<file path="src/rtl/pipeline_register_file.sv">
// Multi-port register file: two combinational read ports, two byte-enabled write
// ports with write-to-read bypass, and a per-register busy scoreboard with flush.
module pipeline_register_file #(
  parameter int DATA_W   = 32,
  parameter int ADDR_W   = 5,
  parameter int ZERO_REG = 1,
  parameter int BYPASS   = 1
) (
  input  logic                clk,
  input  logic                rst,
  input  logic [ADDR_W-1:0]   rd0_addr,
  output logic [DATA_W-1:0]   rd0_data,
  output logic                rd0_busy,
  input  logic [ADDR_W-1:0]   rd1_addr,
  output logic [DATA_W-1:0]   rd1_data,
  output logic                rd1_busy,
  input  logic                wr0_en,
  input  logic [ADDR_W-1:0]   wr0_addr,
  input  logic [DATA_W-1:0]   wr0_data,
  input  logic [DATA_W/8-1:0] wr0_be,
  input  logic                wr0_clr,
  input  logic                wr1_en,
  input  logic [ADDR_W-1:0]   wr1_addr,
  input  logic [DATA_W-1:0]   wr1_data,
  input  logic [DATA_W/8-1:0] wr1_be,
  input  logic                wr1_clr,
  input  logic                iss_valid,
  input  logic [ADDR_W-1:0]   iss_addr,
  input  logic                flush,
  output logic [ADDR_W:0]     busy_count
);

  localparam int NB       = DATA_W / 8;
  localparam int NUM_REGS = 2 ** ADDR_W;

  logic [DATA_W-1:0]   regs_q [NUM_REGS];
  logic [DATA_W-1:0]   regs_d [NUM_REGS];
  logic [NUM_REGS-1:0] busy_q, busy_d;
  logic [NUM_REGS-1:0] set_vec, clr_vec;
  logic [ADDR_W:0]     busy_count_q, busy_count_d;
  logic [ADDR_W:0]     dec;
  logic                inc;

  function automatic logic [DATA_W-1:0] merge(input logic [DATA_W-1:0] base,
                                              input logic [DATA_W-1:0] data,
                                              input logic [NB-1:0]     be);
    logic [DATA_W-1:0] r;
    r = base;
    for (int b = 0; b < NB; b++)
      if (be[b]) r[8*b +: 8] = data[8*b +: 8];
    return r;
  endfunction

  // wr1 is applied after wr0 so it wins on overlapping bytes.
  function automatic logic [DATA_W-1:0] rd_val(input logic [ADDR_W-1:0] a);
    logic [DATA_W-1:0] v;
    v = regs_q[a];
    if (BYPASS != 0) begin
      if (wr0_en && wr0_addr == a) v = merge(v, wr0_data, wr0_be);
      if (wr1_en && wr1_addr == a) v = merge(v, wr1_data, wr1_be);
    end
    if (ZERO_REG != 0 && a == '0) v = '0;
    return v;
  endfunction

  always_comb begin
    for (int i = 0; i < NUM_REGS; i++) begin
      regs_d[i] = regs_q[i];
      if (wr0_en && wr0_addr == ADDR_W'(i)) regs_d[i] = merge(regs_d[i], wr0_data, wr0_be);
      if (wr1_en && wr1_addr == ADDR_W'(i)) regs_d[i] = merge(regs_d[i], wr1_data, wr1_be);
      if (ZERO_REG != 0 && i == 0) regs_d[i] = '0;
    end
  end

  always_comb begin
    set_vec = '0;
    clr_vec = '0;
    for (int i = 0; i < NUM_REGS; i++) begin
      if (wr0_en && wr0_clr && wr0_addr == ADDR_W'(i)) clr_vec[i] = 1'b1;
      if (wr1_en && wr1_clr && wr1_addr == ADDR_W'(i)) clr_vec[i] = 1'b1;
      if (iss_valid && !flush && iss_addr == ADDR_W'(i) && !(ZERO_REG != 0 && i == 0))
        set_vec[i] = 1'b1;
    end
  end

  // A clear only decrements when the register was busy and is not re-issued.
  always_comb begin
    inc = |(set_vec & ~busy_q);
    dec = '0;
    for (int i = 0; i < NUM_REGS; i++)
      dec = dec + {{ADDR_W{1'b0}}, clr_vec[i] & busy_q[i] & ~set_vec[i]};
    if (flush) begin
      busy_d       = '0;
      busy_count_d = '0;
    end else begin
      busy_d       = (busy_q & ~clr_vec) | set_vec;
      busy_count_d = busy_count_q + {{ADDR_W{1'b0}}, inc} - dec;
    end
  end

  always_ff @(posedge clk or posedge rst) begin
    if (rst) begin
      for (int i = 0; i < NUM_REGS; i++) regs_q[i] <= '0;
      busy_q       <= '0;
      busy_count_q <= '0;
    end else begin
      for (int i = 0; i < NUM_REGS; i++) regs_q[i] <= regs_d[i];
      busy_q       <= busy_d;
      busy_count_q <= busy_count_d;
    end
  end

  always_comb begin
    rd0_data = rd_val(rd0_addr);
    rd1_data = rd_val(rd1_addr);
    rd0_busy = busy_q[rd0_addr];
    rd1_busy = busy_q[rd1_addr];
    if (BYPASS != 0) begin
      if (clr_vec[rd0_addr]) rd0_busy = 1'b0;
      if (clr_vec[rd1_addr]) rd1_busy = 1'b0;
    end
    if (ZERO_REG != 0 && rd0_addr == '0) rd0_busy = 1'b0;
    if (ZERO_REG != 0 && rd1_addr == '0) rd1_busy = 1'b0;
  end

  assign busy_count = busy_count_q;

endmodule

</file>
<file path="config.mk">
export PLATFORM = sky130hd
export DESIGN_NAME = pipeline_register_file
export DESIGN_NICKNAME = d
export VERILOG_FILES = /design/src/rtl/pipeline_register_file.sv
export SDC_FILE = /design/constraint.sdc
export NUM_CORES = 2
export LEC_CHECK = 0
export CORE_MARGIN = 2
export CORE_UTILIZATION = 44
export DETAILED_ROUTE_END_ITERATION = 8
export GPL_TIMING_DRIVEN = 0
export PLACE_DENSITY = 0.67
export RECOVER_POWER = 100
export SYNTH_ARGS = -nofsm -noshare
export SYNTH_HDL_FRONTEND = slang
export SYNTH_SLANG_ARGS = --single-unit
</file>
<file path="constraint.sdc">
create_clock -name clk -period 103.5 [get_ports clk]
set_input_delay 20.7 -clock clk [delete_from_list [all_inputs] [get_ports clk]]
set_output_delay 20.7 -clock clk [all_outputs]
set_load 0.01 [all_outputs]
</file>
# After elaboration in Yosys (flattened, before gate mapping)
# Cells that the tools add are included.
# Widths: inputs -> output; s select.
[word_totals]
elab_cells = 885
in_bits = 105
ff_bits = 1030
out_inout_bits = 72
[classes]
n_mux = 447
eq_ne = 97
bitwise_logic = 101
n_lt_le_gt_ge = 4
n_addsub = 33
n_reduce_logical = 170
[ops]
columns = ["cell", "count"]
rows = [
  ["$mux 32", 73],
  ["$mux 8", 264],
  ["$bmux 32 s5", 2],
  ["$eq 5x5->1 const B", 48],
  ["$logic_and 1x1->1", 164],
  ["$add 6x1->6", 27],
  ["$eq 5x4->1 const B", 24],
  ["$mux 1", 103],
  ["$and 32x32->32", 2],
  ["$not 32->32", 2],
  ["$and 1x1->1", 63],
  ["$eq 5x3->1 const B", 12],
  ["$or 32x32->32", 1],
  ["$reduce_or 32->1", 1],
  ["$not 1->1", 31],
  ["$eq 5x2->1 const B", 6],
  ["$bmux 1 s5", 4],
  ["$eq 5x5->1", 4],
  ["$logic_not 5->1", 4],
  ["$eq 5x1->1 const B", 3],
  ["$ge 6x6->1 const B", 2],
  ["$lt 5x6->1 const B", 2],
  ["$not 5->6", 2],
  ["$add 5x1->6", 1],
  ["7 further kinds", 7],
]

# Longest topological paths before layout
[depth]
word_depth = 39
ltp_mapped = 24
ltp_nobuf = 23

# Worst setup path after synthesis
# Ideal clock, no wire load.
[synth_timing]
path_kind = "input -> output"
startpoint = "in rd0_addr[1]"
endpoint = "out rd0_data[10]"
t_arrival_ns = 22.710
required_time_ns = 82.800
path_buffers = 4
path_stages = 8
setup_slack_ns = 60.090
cell_sequence = "buf_2 -> buf_2 -> clkbuf_1 -> clkbuf_1 -> mux4_2 -> mux4_2 -> mux2i_1 -> o21ai_0"
[synth_between]
elab_chain_cells = 9
word_cells_on_any_way = 14
classes_between = "eq/ne (2); mux (8); bitwise (1); reduce/logical (3)"
[synth_rtl]
columns = ["item", "line", "rtl"]
rows = [
  ["start, declared", "11", "input logic [ADDR_W-1:0] rd0_addr,"],
  ["$not 5->6 (implied by the code)", "57", "v = regs_q[a];"],
  ["$bmux 32 s5", "57", ""],
  ["$mux 32 (implied by the code) (2 in series)", "57", ""],
  ["$mux 8", "50", "if (be[b]) r[8*b +: 8] = data[8*b +: 8];"],
  ["$mux 32", "59", "if (wr0_en && wr0_addr == a) v = merge(v, wr0_data, wr0_be);"],
  ["$mux 8", "50", ""],
  ["$mux 32", "60", "if (wr1_en && wr1_addr == a) v = merge(v, wr1_data, wr1_be);"],
  ["$mux 32 (*)", "62", "if (ZERO_REG != 0 && a == '0) v = '0;"],
  ["end, declared", "12", "output logic [DATA_W-1:0] rd0_data,"],
]
# Every way passes the cells marked *; elsewhere a longest branch is shown, timed or not. The select of a mux whose other input is x is not followed.

# Final worst setup path
[layout_timing]
startpoint = "in rd1_addr[4]"
endpoint = "out rd1_data[15]"
[layout_between]
elab_chain_cells = 9
word_cells_on_any_way = 14
classes_between = "eq/ne (2); mux (8); bitwise (1); reduce/logical (3)"
[layout_rtl]
columns = ["item", "line", "rtl"]
rows = [
  ["start, declared", "14", "input logic [ADDR_W-1:0] rd1_addr,"],
  ["$not 5->6 (implied by the code)", "57", ""],
  ["$bmux 32 s5", "57", ""],
  ["$mux 32 (implied by the code) (2 in series)", "57", ""],
  ["$mux 8", "50", ""],
  ["$mux 32", "59", ""],
  ["$mux 8", "50", ""],
  ["$mux 32", "60", ""],
  ["$mux 32 (*)", "62", ""],
  ["end, declared", "15", "output logic [DATA_W-1:0] rd1_data,"],
]
# Marks and branches as above.

==> reports/metrics.yaml <==
status:
  status: "finished with violations"
  violations: "capacitance limit, slew limit"
worst_hold_path:
  hold_depth: 2
  min_to: "busy_q[29]$_DFF_PP0_"
  min_path_type: "reg -> reg"
  min_from: "busy_q[29]$_DFF_PP0_"
critical_path:
  slowest_stage: "clkbuf_1"
  reg2reg_from: "busy_q[9]$_DFF_PP0_"
  critPathMaxStageDelay_ns: 1.49
  r2r-end: "busy_count[5]$_DFF_PP0_"
  start_kind: "primary input"
  critPathKind: "in -> out"
  crit_required_ns: 82.80
  r2r_slack_ns: 98.26
  crit_path_end_kind: "output pin"
  crit_arrival_ns: 27.26
  critPathMaxFanout: 11
  worstRegToRegCells: 17
  cp_cell_sequence: "dlygate4sd3_1, clkbuf_1, nor2_1, nand2_1, clkbuf_1, nand3_1, nor2_1, a221o_1, dlygate4sd3_1"
floorplan:
  start_util: 0.442
  die_y_um: 400
  core_region_area_um2: 156000
  rows: 145
  dieWidth_um: 400
  die_area_um2: 160000
  io_pins: 177
global_routing:
  track_usage: 0.398
  grt_pass1_vias: 58300
  grt.overflow.total: 0
  grt_pass1_wl_um: 446000
  antenna_found_initial: 40
  grt_start_max_net_pins: 128
clock_tree:
  cts_resized: 0
  cts_root_buffer: "clkbuf_16"
  post_cts_buffers: 0
  cts_tree: "built"
  clkSinkCount: 1030
  cts_made_buffers: 116
  insertion_delay_ns: 0.77
  cts_buffer_depth: 3
  ctsHoldBuffers: 0
  cts_max_level: 3
  cts.clk_slew.worst_paths_ns: 0.06
timing:
  rsz0062_at_grt: "no"
  worstMarginPinSlew_ns: 6.80
  max_slew_margin: -3.54
  hold_ws_ns: 0.585
  worst_slack_ns: 55.54
  finalMaxSlewViolations: 1149
  setup_violations: 0
  max_freq_ghz: 0.0208
  clock_skew_ns: 0.0104
  setup_tns_ns: 0
  hold_viol_final: 0
  fin_crit_sh: 0.463
  min_period_ns: 47.96
synth:
  netlist_instances: 6520
  syn_nets: 6685
  yosys_warnings: 0
  ys_seq_area_frac: 0.374
  ys_seq_elements: 1030
  synthArstFlopShare: 1.00
  synth-edff-count: 0
  avgSynthCellArea_um2: 10.6
  syn_area_um2: 68800
  yosys-top-cells-area: "dfrtp_1 (37%), mux4_2 (20%), mux2i_1 (16%)"
  synthDominantCellAreaShare: 0.374
  yosys.area.top_type: "dfrtp_1"
  yosys_most_used_dff: "dfrtp_1"
  yosysUniqueCellTypes: 66
power_and_ir_drop:
  p_leak_nw: 37.2
  switchingPower_mw: 0.503
  power_density_nw_per_um2: 19.2
  power_frac_comb: 0.304
  fin_total_pwr_mw: 1.47
  pwr-share-clk: 0.291
  switching_share: 0.341
  ir_drop_mv: 0.0158
  intPower_mw: 0.971
  pwr-share-seq: 0.405
place:
  placed_cells: 8719
  numPortBuffers: 90
  dp_hpwl_um: 240000
  routabilityCongestion: 1.05
  pre_cts_ws_ns: 57.33
route:
  via_per_inst: 6.84
  wl_per_cell_um: 35.7
  first_iter_violations: 9167
  wirelength_um: 321000
  vias: 61500
  dr.pass1.iters: 8
  drc: 0
  postRouteAntennaNets: 0
layout:
  nets: 6946
  final_cells: 8993
  drive_gt1_frac: 0.143
  area_growth_pct: 11.5
flow_run:
  cap_violations: 25
==> per-stage QoR <==
stage / area [µm²] / util
6_report: 76800 / 0.493
4_1_cts: 77000 / 0.494
3_5_place_dp: 73200 / 0.470
5_1_grt: 76600 / 0.492
2_1_floorplan: 68800 / -
3_3_place_gp: 72300 / 0.464
==> worst max path at each step <==
stage           startpoint                 endpoint  depth (start not counted)
2_1_floorplan          rst  busy_count[0]$_DFF_PP0_                          1
3_3_place_gp           rst    regs_q[854]$_DFF_PP0_                          2
4_1_cts        rd1_addr[4]             rd1_data[15]                          9
3_5_place_dp   rd1_addr[4]             rd1_data[15]                          9
5_1_grt        rd1_addr[4]             rd1_data[15]                          9
6_report       rd1_addr[4]             rd1_data[15]                          9
==> flip-flops by register name, summed over array words and instances (netlist names) <==
| name | flops |
|---|---|
| regs_q | 992 |
| busy_q | 32 |
| busy_count | 6 |
==> routing by layer <==
| layer | GRT usage | wire length [µm] | vias to the layer above |
|---|---|---|---|
| li1 | - | - | 24600 |
| met1 | 0.491 | 114000 | 30700 |
| met2 | 0.555 | 133000 | 4933 |
| met3 | 0.161 | 43800 | 1222 |
| met4 | 0.302 | 29300 | 24 |
| met5 | 0.00121 | 382 | - |
==> cell families (layout without fill, tap and decap cells) <==
group | after synthesis | after routing | share of synthesized area
AO/OA/AOI/OAI | 1315 | 1315 | 0.108
other | 0 | 62 | 0
buffers and inverters | 721 | 1074 | 0.0426
XOR/XNOR | 25 | 25 | 0.00318
adder cells (fa/ha/maj) | 60 | 60 | 0.0141
AND/OR/NAND/NOR | 1638 | 1638 | 0.0972
flip-flops | 1030 | 1030 | 0.374
multiplexers | 1731 | 1731 | 0.361
==> power groups by stage <==
stage	Combinational, mW	Clock, mW	Sequential, mW
2_1_floorplan	0.303	0	0.566
3_3_place_gp	0.426	0	0.590
4_1_cts	0.438	0.428	0.590
5_1_grt	0.466	0.443	0.605
6_report	0.448	0.429	0.596
3_5_place_dp	0.436	0	0.596
==> worst max-delay path, delay by kind of cell <==
kind,cells,cell delay (ns)
buffers and inverters,4,4.24
and+or+nand+nor,4,2.18
AOI/OAI and AO/OA,1,0.13
==> cell type report <==
type / count / area, µm²
clock buffers: 169 / 3310
inverters: 67 / 253
flip-flops and latches: 1030 / 25800
clock inverters: 41 / 467
repair buffers: 143 / 1340
well taps: 2058 / 2570
plain buffers: 654 / 2680
diodes: 62 / 155
fillers: 14300 / 79100
multi-input cells: 4769 / 40200
==> cell usage in the layout (no fill, tap or decap), types with 24 or more instances in the layout <==
| cell type | synthesis | final |
|---|---|---|
| a22o_1 | 32 | 32 |
| nor2_1 | 1092 | 1074 |
| nand2_1 | 351 | 355 |
| mux2i_1 | 1098 | 1098 |
| a21oi_1 | 1027 | 1027 |
| inv_1 | 65 | 64 |
| clkdlybuf4s50_1 | 0 | 24 |
| o21ai_0 | 39 | 39 |
| dfrtp_1 | 1030 | 1030 |
| clkbuf_1 | 443 | 509 |
| a22oi_1 | 38 | 38 |
| ha_1 | 31 | 31 |
| o22ai_1 | 26 | 26 |
| and3_1 | 32 | 32 |
| clkbuf_16 | 0 | 117 |
| o2bb2ai_1 | 32 | 32 |
| nand3_1 | 38 | 38 |
| dlygate4sd3_1 | 0 | 66 |
| mux4_2 | 596 | 596 |
| buf_1 | 102 | 95 |
| fa_1 | 29 | 29 |
| mux2_2 | 37 | 37 |
| diode_2 | 0 | 62 |
| buf_2 | 89 | 86 |
==> synthesized netlist by cell type (17+ instances only) <==
cell type,instances
buf_2,89
o22ai_1,26
and3_1,32
fa_1,29
a221o_1,18
dfrtp_1,1030
nand2_1,351
clkbuf_1,443
nor2_1,1092
ha_1,31
a22oi_1,38
mux2i_1,1098
o2bb2ai_1,32
mux2_2,37
mux4_2,596
inv_1,65
o21ai_0,39
o211a_1,17
buf_1,102
a22o_1,32
a21oi_1,1027
nand3_1,38
o211ai_1,19
Note: power is estimated with default switching activity, not from simulation.
